### src/rtl/apb_clk_counter_pkg.sv
// Shared definitions for the APB clock-counter measurement sequencer.
// Optional feature macro: APB_CLK_COUNTER_SEQ_TIMEOUT_EN (ACCESS-phase timeout).
package apb_clk_counter_pkg;

  localparam logic [31:0] START_OFS  = 32'h0000_0000;
  localparam logic [31:0] STOP_OFS   = 32'h0000_0004;
  localparam logic [31:0] STATUS_OFS = 32'h0000_0008;
  localparam logic [31:0] COUNT_OFS  = 32'h0000_000C;
  localparam logic [31:0] OVF_OFS    = 32'h0000_0010;

  typedef enum logic [1:0] {
    ST_IDLE,
    ST_XFER,
    ST_WAIT,
    ST_RESP
  } state_e;

  // Steps 6 and 7 issue no transfer; they are the two settle cycles
  // between the final clear write and presenting the result.
  typedef enum logic [2:0] {
    STEP_START     = 3'd0,
    STEP_STOP      = 3'd1,
    STEP_CLR_START = 3'd2,
    STEP_RD_COUNT  = 3'd3,
    STEP_RD_OVF    = 3'd4,
    STEP_CLR_STOP  = 3'd5,
    STEP_SETTLE0   = 3'd6,
    STEP_SETTLE1   = 3'd7
  } step_e;

  typedef enum logic {
    PH_IDLE,
    PH_ACCESS
  } phase_e;

  function automatic logic step_is_xfer(input step_e s);
    return (s <= STEP_CLR_STOP);
  endfunction

  function automatic logic [31:0] step_ofs(input step_e s);
    case (s)
      STEP_START, STEP_CLR_START: return START_OFS;
      STEP_STOP, STEP_CLR_STOP:   return STOP_OFS;
      STEP_RD_COUNT:              return COUNT_OFS;
      STEP_RD_OVF:                return OVF_OFS;
      default:                    return STATUS_OFS;
    endcase
  endfunction

  function automatic logic step_is_write(input step_e s);
    return (s != STEP_RD_COUNT) && (s != STEP_RD_OVF);
  endfunction

  function automatic logic step_wbit(input step_e s);
    return (s == STEP_START) || (s == STEP_STOP);
  endfunction

endpackage

### src/rtl/apb_master_xfer.sv
// Single APB SETUP/ACCESS transfer engine driven by a held 'go' request.
// Optional feature macro: APB_CLK_COUNTER_SEQ_TIMEOUT_EN abandons a stuck ACCESS phase.
module apb_master_xfer
  import apb_clk_counter_pkg::*;
#(
  parameter int unsigned ADDR_W      = 32,
  parameter int unsigned DATA_W      = 32,
  parameter int unsigned TIMEOUT_CYC = 64
) (
  input  logic              p_clk,
  input  logic              prst_n,
  input  logic              go,
  input  logic [ADDR_W-1:0] addr,
  input  logic              write,
  input  logic [DATA_W-1:0] wdata,
  output logic              done,
  output logic [DATA_W-1:0] rdata,
  output logic              err,
  output logic              timeout,
  output logic [ADDR_W-1:0] m_paddr,
  output logic              m_psel,
  output logic              m_penable,
  output logic              m_pwrite,
  output logic [DATA_W-1:0] m_pwdata,
  input  logic              m_pready,
  input  logic [DATA_W-1:0] m_prdata,
  input  logic              m_pslverr
);

  if (TIMEOUT_CYC == 0) begin : g_bad_timeout
    $error("TIMEOUT_CYC must be non-zero");
  end

  phase_e phase_q, phase_d;
  logic   access;

  assign access = (phase_q == PH_ACCESS);

  always_ff @(posedge p_clk or negedge prst_n) begin
    if (!prst_n) phase_q <= PH_IDLE;
    else         phase_q <= phase_d;
  end

  always_comb begin
    phase_d = phase_q;
    case (phase_q)
      PH_IDLE:   if (go) phase_d = PH_ACCESS;
      PH_ACCESS: if (m_pready || timeout) phase_d = PH_IDLE;
      default:   phase_d = PH_IDLE;
    endcase
  end

  // SETUP is the idle-phase cycle in which go is seen; addr/write/wdata come
  // from the caller's registered step, so they hold through ACCESS.
  assign m_psel    = go || access;
  assign m_penable = access;
  assign m_paddr   = m_psel ? addr : '0;
  assign m_pwrite  = m_psel && write;
  assign m_pwdata  = (m_psel && write) ? wdata : '0;

  assign done  = access && m_pready;
  assign err   = done && m_pslverr;
  assign rdata = m_prdata;

`ifdef APB_CLK_COUNTER_SEQ_TIMEOUT_EN
  localparam int unsigned TO_W = (TIMEOUT_CYC > 1) ? $clog2(TIMEOUT_CYC) : 1;

  logic [TO_W-1:0] to_cnt_q;

  always_ff @(posedge p_clk or negedge prst_n) begin
    if (!prst_n)                 to_cnt_q <= '0;
    else if (!access || m_pready) to_cnt_q <= '0;
    else                          to_cnt_q <= to_cnt_q + TO_W'(1);
  end

  assign timeout = access && !m_pready && (to_cnt_q == TO_W'(TIMEOUT_CYC - 1));
`else
  assign timeout = 1'b0;
`endif

endmodule

### src/rtl/apb_clk_counter_seq.sv
// APB master sequencer running one start/window/stop/read/clear measurement per request.
// Optional feature macro: APB_CLK_COUNTER_SEQ_TIMEOUT_EN (ACCESS-phase timeout to RESP).
module apb_clk_counter_seq
  import apb_clk_counter_pkg::*;
#(
  parameter int unsigned       ADDR_W      = 32,
  parameter int unsigned       DATA_W      = 32,
  parameter logic [ADDR_W-1:0] BASE_ADDR   = '0,
  parameter int unsigned       WIN_W       = 16,
  parameter int unsigned       TIMEOUT_CYC = 64
) (
  input  logic              p_clk,
  input  logic              prst_n,
  input  logic              req_valid,
  output logic              req_ready,
  input  logic [WIN_W-1:0]  req_window,
  output logic              rsp_valid,
  input  logic              rsp_ready,
  output logic [DATA_W-1:0] rsp_count,
  output logic              rsp_overflow,
  output logic              rsp_err,
  output logic [ADDR_W-1:0] m_paddr,
  output logic              m_psel,
  output logic              m_penable,
  output logic              m_pwrite,
  output logic [DATA_W-1:0] m_pwdata,
  input  logic              m_pready,
  input  logic [DATA_W-1:0] m_prdata,
  input  logic              m_pslverr
);

  state_e            state_q, state_d;
  step_e             step_q, step_d;
  logic [WIN_W-1:0]  win_q, win_d;
  logic [DATA_W-1:0] count_q, count_d;
  logic              ovf_q, ovf_d;
  logic              err_q, err_d;

  logic              xfer_go;
  logic [ADDR_W-1:0] xfer_addr;
  logic              xfer_write;
  logic [DATA_W-1:0] xfer_wdata;
  logic              xfer_done;
  logic [DATA_W-1:0] xfer_rdata;
  logic              xfer_err;
  logic              xfer_timeout;

  assign xfer_go    = (state_q == ST_XFER) && step_is_xfer(step_q);
  assign xfer_addr  = BASE_ADDR + ADDR_W'(step_ofs(step_q));
  assign xfer_write = step_is_write(step_q);
  assign xfer_wdata = DATA_W'(step_wbit(step_q));

  apb_master_xfer #(
    .ADDR_W      (ADDR_W),
    .DATA_W      (DATA_W),
    .TIMEOUT_CYC (TIMEOUT_CYC)
  ) u_xfer (
    .p_clk     (p_clk),
    .prst_n    (prst_n),
    .go        (xfer_go),
    .addr      (xfer_addr),
    .write     (xfer_write),
    .wdata     (xfer_wdata),
    .done      (xfer_done),
    .rdata     (xfer_rdata),
    .err       (xfer_err),
    .timeout   (xfer_timeout),
    .m_paddr   (m_paddr),
    .m_psel    (m_psel),
    .m_penable (m_penable),
    .m_pwrite  (m_pwrite),
    .m_pwdata  (m_pwdata),
    .m_pready  (m_pready),
    .m_prdata  (m_prdata),
    .m_pslverr (m_pslverr)
  );

  always_ff @(posedge p_clk or negedge prst_n) begin
    if (!prst_n) begin
      state_q <= ST_IDLE;
      step_q  <= STEP_START;
      win_q   <= '0;
      count_q <= '0;
      ovf_q   <= 1'b0;
      err_q   <= 1'b0;
    end else begin
      state_q <= state_d;
      step_q  <= step_d;
      win_q   <= win_d;
      count_q <= count_d;
      ovf_q   <= ovf_d;
      err_q   <= err_d;
    end
  end

  always_comb begin
    state_d = state_q;
    step_d  = step_q;
    win_d   = win_q;
    count_d = count_q;
    ovf_d   = ovf_q;
    err_d   = err_q;
    case (state_q)
      ST_IDLE: begin
        if (req_valid) begin
          state_d = ST_XFER;
          step_d  = STEP_START;
          win_d   = req_window;
          err_d   = 1'b0;
        end
      end
      ST_XFER: begin
        if (step_is_xfer(step_q)) begin
          if (xfer_err || xfer_timeout) err_d = 1'b1;
          if (xfer_timeout) begin
            state_d = ST_RESP;
          end else if (xfer_done) begin
            case (step_q)
              STEP_START: begin
                if (win_q == '0) step_d = STEP_STOP;
                else             state_d = ST_WAIT;
              end
              STEP_STOP:      step_d = STEP_CLR_START;
              STEP_CLR_START: step_d = STEP_RD_COUNT;
              STEP_RD_COUNT: begin
                count_d = xfer_rdata;
                step_d  = STEP_RD_OVF;
              end
              STEP_RD_OVF: begin
                ovf_d  = xfer_rdata[0];
                step_d = STEP_CLR_STOP;
              end
              default:        step_d = STEP_SETTLE0;
            endcase
          end
        end else if (step_q == STEP_SETTLE0) begin
          step_d = STEP_SETTLE1;
        end else begin
          state_d = ST_RESP;
        end
      end
      ST_WAIT: begin
        win_d = win_q - WIN_W'(1);
        if (win_q == WIN_W'(1)) begin
          state_d = ST_XFER;
          step_d  = STEP_STOP;
        end
      end
      ST_RESP: begin
        if (rsp_ready) state_d = ST_IDLE;
      end
      default: state_d = ST_IDLE;
    endcase
  end

  assign req_ready    = (state_q == ST_IDLE);
  assign rsp_valid    = (state_q == ST_RESP);
  assign rsp_count    = count_q;
  assign rsp_overflow = ovf_q;
  assign rsp_err      = err_q;

endmodule
### config.mk
export PLATFORM = sky130hd
export DESIGN_NAME = apb_clk_counter_seq
export DESIGN_NICKNAME = d
export VERILOG_FILES = /design/src/rtl/apb_clk_counter_pkg.sv /design/src/rtl/apb_master_xfer.sv /design/src/rtl/apb_clk_counter_seq.sv
export SDC_FILE = /design/constraint.sdc
export NUM_CORES = 1
export LEC_CHECK = 0
export BUFFER_PORTS_ARGS = -buffer_cell sky130_fd_sc_hd__buf_2
export CAP_MARGIN = 20
export CORE_MARGIN = 2
export CORE_UTILIZATION = 48
export CTS_CLUSTER_DIAMETER = 30
export DETAILED_ROUTE_END_ITERATION = 6
export PLACE_DENSITY = 0.82
export SETUP_SLACK_MARGIN = 0.5
export SLEW_MARGIN = 15
export SYNTH_ARGS = -nofsm -noshare
export SYNTH_HDL_FRONTEND = slang
export SYNTH_HIERARCHICAL = 1
export SYNTH_SLANG_ARGS = --single-unit
### constraint.sdc
create_clock -name p_clk -period 2.57 [get_ports p_clk]
set_input_delay 0.257 -clock p_clk [delete_from_list [all_inputs] [get_ports p_clk]]
set_output_delay 0.257 -clock p_clk [all_outputs]
set_load 0.005 [all_outputs]
==> impl_metrics.csv, run 1 <==
group,metric,value,unit
synth,synth_area,3580,µm²
clock_tree,ctsHoldBuffers,0,
floorplanning,core_area,7250,µm²
route,first_pass_iters,4,
timing,setup_violations,0,
placed_design,place_area,4080,µm²
power_and_ir_drop,p_leak,2.38,nW
placed_design,port_buffers,96,
power_and_ir_drop,p_sw,1.83,mW
power_and_ir_drop,switching_share,42.5,%
clock_tree,cts_made_buffers,5,
worst_setup_path,worstPathCellList,"or4_4 > o41ai_4 > o2111ai_2 > a31oi_2 > mux2i_1",
route,drc,0,
flow_run,cap_viol_max_count,0,
global_route,antenna_found_initial,0,
route,drt.antenna.violating_nets,0,
worst_setup_path,critPathMaxStageDelay,0.58,ns
worst_setup_path,path_class,"reg -> reg",
timing,finalClockSkew,0.00933,ns
route,wire_per_inst,14.1,µm
timing,worst_pin_slew,0.833,ns
timing,min_period_over_period,81.6,%
worst_setup_path,r2r-start,"win_q[13]$_DFFE_PN0P_",
worst_hold_path,hold_class,"in -> async",
floorplanning,chipWidth,90.4,µm
floorplanning,rows,31,
clock_tree,clockBufferDepth,2,
finish,layout_commonest_cell,"buf_2",
timing,setup_tns,0,ns
worst_setup_path,path_delay_family,"compound AO/OA/AOI/OAI gates",
power_and_ir_drop,ir_drop,0.432,mV
finish,antenna_cells,0,
outcome,status,"complete, no violations",
floorplanning,dieHeight,90.4,µm
worst_setup_path,crit_arrival,2.34,ns
power_and_ir_drop,comb_power_share,54.7,%
route,vias,3087,
global_route,grt_pass1_vias,2888,
route,wirelength,8.50,mm
worst_setup_path,path_max_fanout,2,
clock_tree,insertion_delay,0.31,ns
finish,layout_common_cells,"buf_2, conb_1, dfrtp_1",
synth,synth_area_per_cell,9.56,µm²
route,drt-initial-drc-count,186,
clock_tree,clockRootBuffer,"clkbuf_8",
synth,seq_area_frac_synth,39.1,%
worst_setup_path,cp-startpoint,"win_q[13]$_DFFE_PN0P_",
clock_tree,cts-htree-levels,2,
synth,synth_cell_types,46,
synth,synth-seq-cells,56,
global_route,grt_remaining_overflow,0,
worst_setup_path,worstSetupStartpointType,"register",
timing,period_needed,2.10,ns
worst_setup_path,reg2regPathDepth,5,
placed_design,gp_congestion,0.889,
finish,design_area,4450,µm²
synth,synthFlopType,"dfrtp_1",
clock_tree,cts_sinks,56,
route,viasPerCell,5.12,
worst_setup_path,critPathCapture,"state_q[1]$_DFFE_PN0P_",
clock_tree,path_clk_slew,0.11,ns
power_and_ir_drop,power.density,967,nW/µm²
worst_setup_path,end_kind,"register",
floorplanning,start_util,49.4,%
power_and_ir_drop,intPower,2.48,mW
worst_setup_path,crit_slowest_cell,"or4_4",
timing,rsz0062_at_grt,"yes",
finish,n_fill_cell,612,
synth,synth-async-reset-ratio,100,%
placed_design,dp_hpwl,5.84,mm
worst_setup_path,required,2.81,ns
timing,max_freq,477,MHz
global_route,track_usage,19.4,%
synth,synthCells,375,
global_route,grt_pass1_wl,13.2,mm
power_and_ir_drop,p_clk_share,11.8,%
synth,ys_warn_count,6,
finish,drive_above_1_share,39.3,%
timing,relSlewSlack,44.4,%
finish,area_growth,24.2,%
floorplanning,dieArea,8180,µm²
clock_tree,cts_tree,"yes",
synth,synth_edf_count,0,
global_route,grt_max_degree,37,
worst_setup_path,r2r_slack,0.47,ns
timing,drv_slew,0,
finish,fin_nets,564,
worst_setup_path,path_depth,5,
floorplanning,io_pins,157,
worst_setup_path,cp_num_buf_inv,0,
timing,hold_violations,0,
worst_setup_path,rr_endpoint,"state_q[1]$_DFFE_PN0P_",
power_and_ir_drop,seqPwrFrac,33.5,%
==> registers in the layout, summed over array words and instances (netlist names) <==
name / flops
rsp_count: 32
win_q: 16
step_q: 3
state_q: 2
rsp_err: 1
rsp_overflow: 1
u_xfer/m_penable: 1
==> power groups by stage <==
| stage | clock [mW] | sequential, mW | combinational, mW |
|---|---|---|---|
| finish | 0.508 | 1.44 | 2.36 |
| global route | 0.556 | 1.48 | 2.59 |
| CTS | 0.524 | 1.42 | 2.15 |
| detailed placement | 0 | 1.46 | 1.91 |
| global placement | 0 | 1.44 | 1.85 |
| floorplan | 0 | 1.38 | 1.61 |
==> stage by stage <==
step	setup WS [ns]	utilization, %	power, mW	hold slack, ns	cells
2_1_floorplan	0.523	-	2.98	-0.0386	434
3_3_place_gp	0.339	56.1	3.28	0.392	575
3_5_place_dp	0.291	56.2	3.37	0.400	576
4_1_cts	0.470	59.7	4.10	0.0542	594
5_1_grt	0.423	61.4	4.62	0.0931	603
6_report	0.473	61.4	4.30	0.0408	603
==> metal layers <==
layer / track usage, % / up-vias / wire length (µm)
met2: 33.8 / 180 / 4180
met5: 0 / - / 0
met1: 23.4 / 1412 / 3390
met3: 5.59 / 12 / 801
met4: 5.64 / 0 / 125
li1: - / 1483 / -
==> what timing repair did <==
item | CTS | global route
setup buffers | 10 | 8
endpoints found under the hold margin | 0 | 0
setup endpoints to repair | 21 | 20
cloned | 0 | 1
pin swaps | 4 | 1
gates resized for setup | 17 | 15
==> cell usage after synthesis, types with 2 or more instances <==
| library cell | instances | area share [%] |
|---|---|---|
| nand3_1 | 6 | 0.84 |
| dfrtp_1 | 56 | 39 |
| o22ai_1 | 13 | 2.3 |
| and4_1 | 2 | 0.49 |
| mux2i_1 | 9 | 2.5 |
| a22o_1 | 2 | 0.49 |
| buf_6 | 5 | 1.6 |
| mux2_2 | 37 | 12 |
| conb_1 | 2 | 0.21 |
| nor3b_1 | 2 | 0.42 |
| or4b_2 | 2 | 0.56 |
| nand2_1 | 17 | 1.8 |
| clkbuf_1 | 16 | 1.7 |
| a21oi_1 | 18 | 2.5 |
| nand2b_1 | 2 | 0.35 |
| o21ai_0 | 7 | 0.98 |
| ha_1 | 7 | 2.4 |
| buf_1 | 2 | 0.21 |
| and3_1 | 33 | 5.8 |
| nor2_1 | 14 | 1.5 |
| buf_2 | 3 | 0.42 |
| o22a_1 | 3 | 0.73 |
| or4_1 | 2 | 0.42 |
| nand4_1 | 2 | 0.35 |
| and2_1 | 35 | 6.1 |
| or3_1 | 3 | 0.52 |
| buf_4 | 33 | 6.9 |
| nor4_1 | 6 | 1.0 |
| nor3_1 | 11 | 1.5 |
| inv_1 | 9 | 0.94 |
==> kinds of logic (layout without fill, tap and decap cells) <==
family | after synthesis | after routing | synth area share (%)
other cells | 2 | 61 | 0.210
flops | 56 | 56 | 39.1
mux | 46 | 46 | 14.1
compound gates | 55 | 55 | 10.1
fa+ha+maj | 7 | 7 | 2.44
simple gates | 140 | 140 | 22.2
buf+inv | 69 | 139 | 11.8
==> area by class of cell <==
type,count,area (µm²),share of cell area [%]
Multi-Input combinational cell,309,2110,47.5
Sequential cell,56,1410,31.6
Timing Repair Buffer,120,661,14.8
Tap cell,99,124,2.78
Clock buffer,5,68.8,1.55
Inverter,10,51.3,1.15
Clock inverter,3,22.5,0.506
Timing Repair inverter,1,5.00,0.112
==> how the worst min path moves through the flow <==
stage                 from                       end  cells past startpoint
global placement    prst_n  rsp_count[1]$_DFFE_PN0P_                      1
floorplan           prst_n  rsp_count[0]$_DFFE_PN0P_                      0
CTS                 prst_n  rsp_count[1]$_DFFE_PN0P_                      1
finish              prst_n     win_q[11]$_DFFE_PN0P_                      1
global route        prst_n      win_q[3]$_DFFE_PN0P_                      1
detailed placement  prst_n  rsp_count[1]$_DFFE_PN0P_                      1
Power figures use the tool's default switching activity.
==> run 2, diff against run 1 <==
- CORE_UTILIZATION: 48 -> 43
- PLACE_DENSITY: 0.82 -> 0.78
- clock period: 2.57 -> 1.73 ns (I/O delays scaled with it)
==> run 2 against run 1 <==
Effect of this change: the flow now finishes with violations (negative setup slack); power increased by 110%; worst hold slack improved by 0.046 ns; via count increased by 12%; wire length increased by 34%; first-iteration DRC count increased by 9.1%; non-clock buffer count increased by 60; final cell count increased by 11%; utilization increased by 8.2 points; global-route usage increased by 1.6 points; die area increased by 11%; sequential cell count unchanged; count of clock-buffer cells in the layout increased by 1; critical path type unchanged; largest cell class unchanged.
==> impl_metrics.csv, run 2 (synthesis results as in run 1) <==
group,metric,value,unit
worst_setup_path,end_kind,"register",
clock_tree,clockBufferDepth,2,
power_and_ir_drop,power.density,1580,nW/µm²
finish,design_area,5660,µm²
route,wirelength,11.4,mm
placed_design,gp_congestion,0.795,
timing,setup_violations,51,
timing,period_needed,2.18,ns
finish,fin_util,69.5,%
finish,drive_above_1_share,53.7,%
timing,rsz0062_at_grt,"yes",
route,viasPerCell,5.18,
floorplanning,dieArea,9080,µm²
timing,min_period_over_period,126,%
clock_tree,cts-htree-levels,2,
finish,multiInputGateArea,2520,µm²
placed_design,place_area,4530,µm²
worst_setup_path,path_class,"reg -> reg",
route,vias,3468,
finish,layout_common_cells,"buf_2, conb_1, dfrtp_1",
timing,hold_violations,0,
power_and_ir_drop,totalPowerFinal,8.93,mW
finish,fin_cells,669,
floorplanning,core_area,8130,µm²
flow_run,cap_viol_max_count,0,
worst_setup_path,required,1.97,ns
finish,layout.area.seq,1400,µm²
timing,finalClockSkew,0.0180,ns
floorplanning,dieHeight,95.3,µm
timing,drv_slew,0,
clock_tree,cts_sinks,56,
global_route,grt_max_degree,61,
route,wire_per_inst,17.1,µm
finish,layout_commonest_cell,"buf_2",
clock_tree,insertion_delay,0.32,ns
global_route,grt_remaining_overflow,0,
finish,fin_nets,624,
finish,n_fill_cell,566,
global_route,antenna_found_initial,0,
worst_setup_path,worstSetupStartpointType,"register",
outcome,status,"finished, violations left",
finish,largest_reg_flops,32,
worst_setup_path,path_max_fanout,2,
outcome,violations,"negative setup slack",
clock_tree,cts_tree,"yes",
clock_tree,path_clk_slew,0.11,ns
timing,max_freq,459,MHz
route,drt.antenna.violating_nets,0,
global_route,track_usage,21.1,%
floorplanning,start_util,44.1,%
route,first_pass_iters,4,
power_and_ir_drop,p_leak,2.88,nW
placed_design,dp_cells,621,
clock_tree,clockRootBuffer,"clkbuf_8",
finish,area_growth,57.8,%
worst_setup_path,crit_arrival,2.42,ns
global_route,grt_pass1_wl,14.9,mm
global_route,grt_pass1_vias,3115,
placed_design,port_buffers,96,
route,drt-initial-drc-count,203,
power_and_ir_drop,ir_drop,1.07,mV
floorplanning,rows,33,
worst_hold_path,hold_class,"in -> reg",
timing,fin_ws,-0.450,ns
floorplanning,chipWidth,95.3,µm
floorplanning,io_pins,157,
finish,antenna_cells,0,
clock_tree,cts_made_buffers,5,
placed_design,dp_hpwl,6.36,mm
route,drc,0,
==> run 2: cell count changes in the layout (fill, tap and decap cells not counted), moves of 6 or more <==
cell     delta
buf_4      +20
a21oi_2     +6
a21oi_1     -7
nor4_4      +6
buf_12      +6
buf_6      +34
o22ai_1     -8
nand2_1     -6
buf_2       -8
buf_16      +6
==> run 2: final timing paths <==
kind / from / endpoint / slack, ns / cells past startpoint
min in group asynchronous: prst_n / win_q[7]$_DFFE_PN0P_ / 0.40 / 3
setup / recovery: win_q[8]$_DFFE_PN0P_ / state_q[1]$_DFFE_PN0P_ / -0.45 / 5
max in group asynchronous: prst_n / rsp_count[27]$_DFFE_PN0P_ / 1.08 / 3
hold / removal: m_prdata[1] / rsp_count[1]$_DFFE_PN0P_ / 0.09 / 2
hold reg to reg: rsp_count[25]$_DFFE_PN0P_ / rsp_count[25]$_DFFE_PN0P_ / 0.51 / 1
setup reg to reg: win_q[8]$_DFFE_PN0P_ / state_q[1]$_DFFE_PN0P_ / -0.45 / 5
==> run 2: area by class of cell <==
type                    count  share of cell area, %
multi-input cells         310                   44.6
well taps                 105                   2.32
clock buffers               6                   1.28
inverters                  10                  0.863
clock inverters             2                  0.288
repair buffers            180                   25.9
flip-flops and latches     56                   24.8
==> run 2: per-layer routing <==
| metal | vias up | track usage (%) | wire [µm] | share of wire [%] |
|---|---|---|---|---|
| li1 | 1607 | - | - | - |
| met4 | 0 | 7.13 | 242 | 2.1 |
| met5 | - | 0 | 0 | 0 |
| met1 | 1657 | 25.9 | 4470 | 39 |
| met2 | 181 | 38.2 | 5880 | 52 |
| met3 | 23 | 2.29 | 817 | 7.2 |
==> run 2: through the flow <==
step           hold WS [ns]  setup WS, ns  TNS (ns)
2_1_floorplan        -0.123        -0.299     -1.61
5_1_grt              0.0796        -0.488     -9.87
4_1_cts              0.0829        -0.318     -3.94
3_3_place_gp          0.189        -0.307     -2.16
6_report             0.0871        -0.450     -7.76
3_5_place_dp          0.191        -0.365     -2.55
==> run 2: repair_timing <==
item / in CTS / in global routing
buffers inserted: 17 / 15
cloned: 7 / 0
resized for setup: 84 / 41
hold endpoints to repair: 56 / 0
endpoints found under the setup margin: 63 / 64
pin swaps: 31 / 19
hold buffers: 1 / 0
==> run 2: worst max-delay path, stage by stage (launching register included) <==
cell and delay [ns]:
dfrtp_1 0.41, or4_4 0.58, o41ai_4 0.44, o2111ai_2 0.20
a31oi_2 0.26, mux2i_1 0.21
==> run 2: power by group <==
part           internal, mW  switching, mW  total, mW
Sequential             1.72          0.255       1.98
Combinational          3.13           3.11       6.23
Clock                 0.289          0.434      0.724
Total                  5.14           3.80       8.93
==> run 3, diff against run 2 <==
- ABC_AREA: default -> 1
- CORE_UTILIZATION: 43 -> 45
- PLACE_DENSITY: 0.78 -> 0.79
==> run 3 against run 2 <==
Effect of this change: the flow now finishes without violations; utilization fell by 8.9 points; power fell by 24%; non-clock buffer count fell by 53; sequential share of layout area rose by 3.2 points; register-to-register slack improved by 0.47 ns; maximum frequency rose by 28%; area after synthesis rose by 9.0%; global-route usage fell by 2.8 points; sequential cell count did not move.
==> impl_metrics.csv, run 3 <==
group,metric,value,unit
floorplanning,io_pins,157,
synth,synthCells,515,
power_and_ir_drop,p_sw,3.09,mW
finish,area_growth,28.9,%
synth,synth_edf_count,0,
finish,largest_reg_flops,32,
power_and_ir_drop,comb_power_share,59.1,%
route,wire_per_inst,11.7,µm
finish,fin_util,60.7,%
floorplanning,start_util,47.1,%
synth,synth_cell_types,34,
finish,drive_above_1_share,34.1,%
power_and_ir_drop,p_clk_share,11.6,%
worst_setup_path,crit_arrival,1.90,ns
worst_setup_path,path_delay_family,"flip-flops",
route,drc,0,
worst_setup_path,path_max_fanout,33,
timing,setup_violations,0,
synth,seq_area_frac_synth,35.9,%
timing,rsz0062_at_grt,"yes",
floorplanning,dieHeight,97.2,µm
worst_setup_path,critPathMaxStageDelay,0.41,ns
worst_setup_path,cpMostUsedCell,"nand2_4",
floorplanning,dieArea,9440,µm²
worst_setup_path,end_kind,"register",
synth,synth-async-reset-ratio,100,%
synth,synth_area_per_cell,7.58,µm²
route,wirelength,8.90,mm
placed_design,gp_congestion,0.893,
global_route,met2_usage,32.9,%
finish,layout_commonest_cell,"buf_2",
global_route,grt_max_degree,57,
global_route,grt_pass1_vias,3268,
timing,drv_slew,0,
power_and_ir_drop,power.density,1350,nW/µm²
global_route,track_usage,18.2,%
power_and_ir_drop,seqPwrFrac,29.3,%
global_route,grt_remaining_overflow,0,
clock_tree,cts_sinks,56,
global_route,grt_pass1_wl,14.7,mm
worst_setup_path,path_class,"reg -> reg",
timing,period_needed,1.71,ns
power_and_ir_drop,ir_drop,0.582,mV
synth,synth.area.top_cells,"dfrtp_1, mux2_4, inv_1",
placed_design,place_area,4550,µm²
outcome,status,"complete, no violations",
clock_tree,path_clk_slew,0.12,ns
finish,design_area,5030,µm²
synth,synthFlopType,"dfrtp_1",
route,drt.antenna.violating_nets,0,
finish,antenna_cells,0,
worst_hold_path,hold_class,"in -> reg",
power_and_ir_drop,switching_share,45.4,%
global_route,busiest_layer,"met2",
placed_design,port_buffers,96,
timing,hold_violations,0,
floorplanning,chipWidth,97.2,µm
route,vias,3487,
finish,layout_common_cells,"buf_2, inv_1, nand2_1",
route,drt-initial-drc-count,175,
placed_design,dp_hpwl,6.51,mm
synth,synth-seq-cells,56,
timing,min_period_over_period,98.6,%
worst_setup_path,worstPathCellList,"inv_2 > ha_4 > nand2_4 > nor3_4 > nand2_4 > buf_12 > mux2_4",
worst_setup_path,worstSetupStartpointType,"register",
timing,finalClockSkew,0.0114,ns
route,first_pass_iters,4,
timing,max_freq,586,MHz
synth,synth_area,3910,µm²
clock_tree,clockRootBuffer,"clkbuf_8",
synth,synth_top_area_share,35.9,%
clock_tree,clockBufferDepth,2,
floorplanning,rows,33,
flow_run,cap_viol_max_count,0,
global_route,antenna_found_initial,0,
power_and_ir_drop,p_leak,2.68,nW
clock_tree,cts_tree,"yes",
synth,ys_warn_count,6,
clock_tree,insertion_delay,0.31,ns
worst_setup_path,crit_slowest_cell,"dfrtp_1",
worst_setup_path,required,1.93,ns
worst_setup_path,cp_num_buf_inv,2,
floorplanning,core_area,8300,µm²
synth,synth_commonest_cells,"inv_1, nand2_1, nor2_1",
global_route,use_met1,21.9,%
route,viasPerCell,4.58,
global_route,use_met3,4.82,%
finish,fin_nets,717,
synth,yosysTopAreaCell,"dfrtp_1",
synth,post-synth-top-count-cell,"inv_1",
clock_tree,cts-htree-levels,2,
clock_tree,cts_made_buffers,5,
power_and_ir_drop,intPower,3.72,mW
## run 3: final cells by class
class | count | area, µm²
multi-input combinational | 366 | 2190
inverter | 100 | 385
fill | 750 | 3260
clock buffer | 5 | 68.8
timing repair buffer | 127 | 825
clock inverter | 3 | 28.8
tap | 105 | 131
sequential | 56 | 1410
## run 3: worst register-to-register path: stages (launching register included)
cell	delay, ns
dfrtp_1	0.41
inv_2	0.10
ha_4	0.15
nand2_4	0.07
nor3_4	0.25
nand2_4	0.08
buf_12	0.19
mux2_4	0.35
## run 3: path summary, 6_finish.rpt
path / slack [ns] / depth (start not counted) / to / startpoint
setup / recovery: 0.02 / 7 / rsp_count[24]$_DFFE_PN0P_ / state_q[1]$_DFFE_PN0P_
hold / removal: 0.08 / 2 / rsp_count[3]$_DFFE_PN0P_ / m_prdata[3]
setup reg to reg: 0.02 / 7 / rsp_count[24]$_DFFE_PN0P_ / state_q[1]$_DFFE_PN0P_
hold reg to reg: 0.51 / 1 / rsp_count[6]$_DFFE_PN0P_ / rsp_count[6]$_DFFE_PN0P_
max in group asynchronous: 1.09 / 3 / step_q[0]$_DFFE_PN0P_ / prst_n
min in group asynchronous: 0.38 / 3 / u_xfer/m_penable$_DFF_PN0_ / prst_n
## run 3: cell families (layout without fill, tap and decap cells)
| group | Yosys count | after routing | synth area share, % |
|---|---|---|---|
| AO/OA/AOI/OAI | 46 | 46 | 6.53 |
| XOR/XNOR | 1 | 1 | 0.224 |
| adder cells (fa/ha/maj) | 7 | 7 | 2.24 |
| buffers and inverters | 152 | 235 | 19.2 |
| flip-flops | 56 | 56 | 35.9 |
| multiplexers | 32 | 32 | 11.9 |
| other | 2 | 61 | 0.192 |
| AND/OR/NAND/NOR | 219 | 219 | 23.8 |
## run 3: power groups by stage
stage | combinational, mW | sequential, mW | clock (mW)
3_3_place_gp | 3.06 | 1.95 | 0
4_1_cts | 3.58 | 1.95 | 0.822
6_report | 4.03 | 2.00 | 0.791
3_5_place_dp | 3.16 | 1.96 | 0
2_1_floorplan | 2.47 | 1.92 | 0
5_1_grt | 4.48 | 2.04 | 0.868
## run 3: what timing repair did
| item | in CTS | in global routing |
|---|---|---|
| setup buffers | 10 | 7 |
| resized for setup | 24 | 47 |
| endpoints found under the hold margin | 56 | 0 |
| gates cloned | 1 | 0 |
| setup endpoints to repair | 63 | 63 |
| hold buffers | 1 | 0 |
| pin swaps | 4 | 10 |
## run 3: through the flow
step,power (mW),instances,hold slack (ns),TNS (ns),worst slack (ns)
CTS,6.35,755,0.0704,0,0.0441
detailed placement,5.13,735,0.200,-0.110,-0.0298
floorplan,4.39,574,-0.123,0,0.124
global route,7.38,762,0.0626,-0.0691,-0.0178
global placement,5.00,735,0.194,0,0.0854
finish,6.81,762,0.0814,0,0.0240
## run 3: per-layer routing
layer,vias up,share of wire [%]
met5,-,0
met4,0,0.85
met3,8,7.9
met2,138,50
met1,1567,41
li1,1774,-
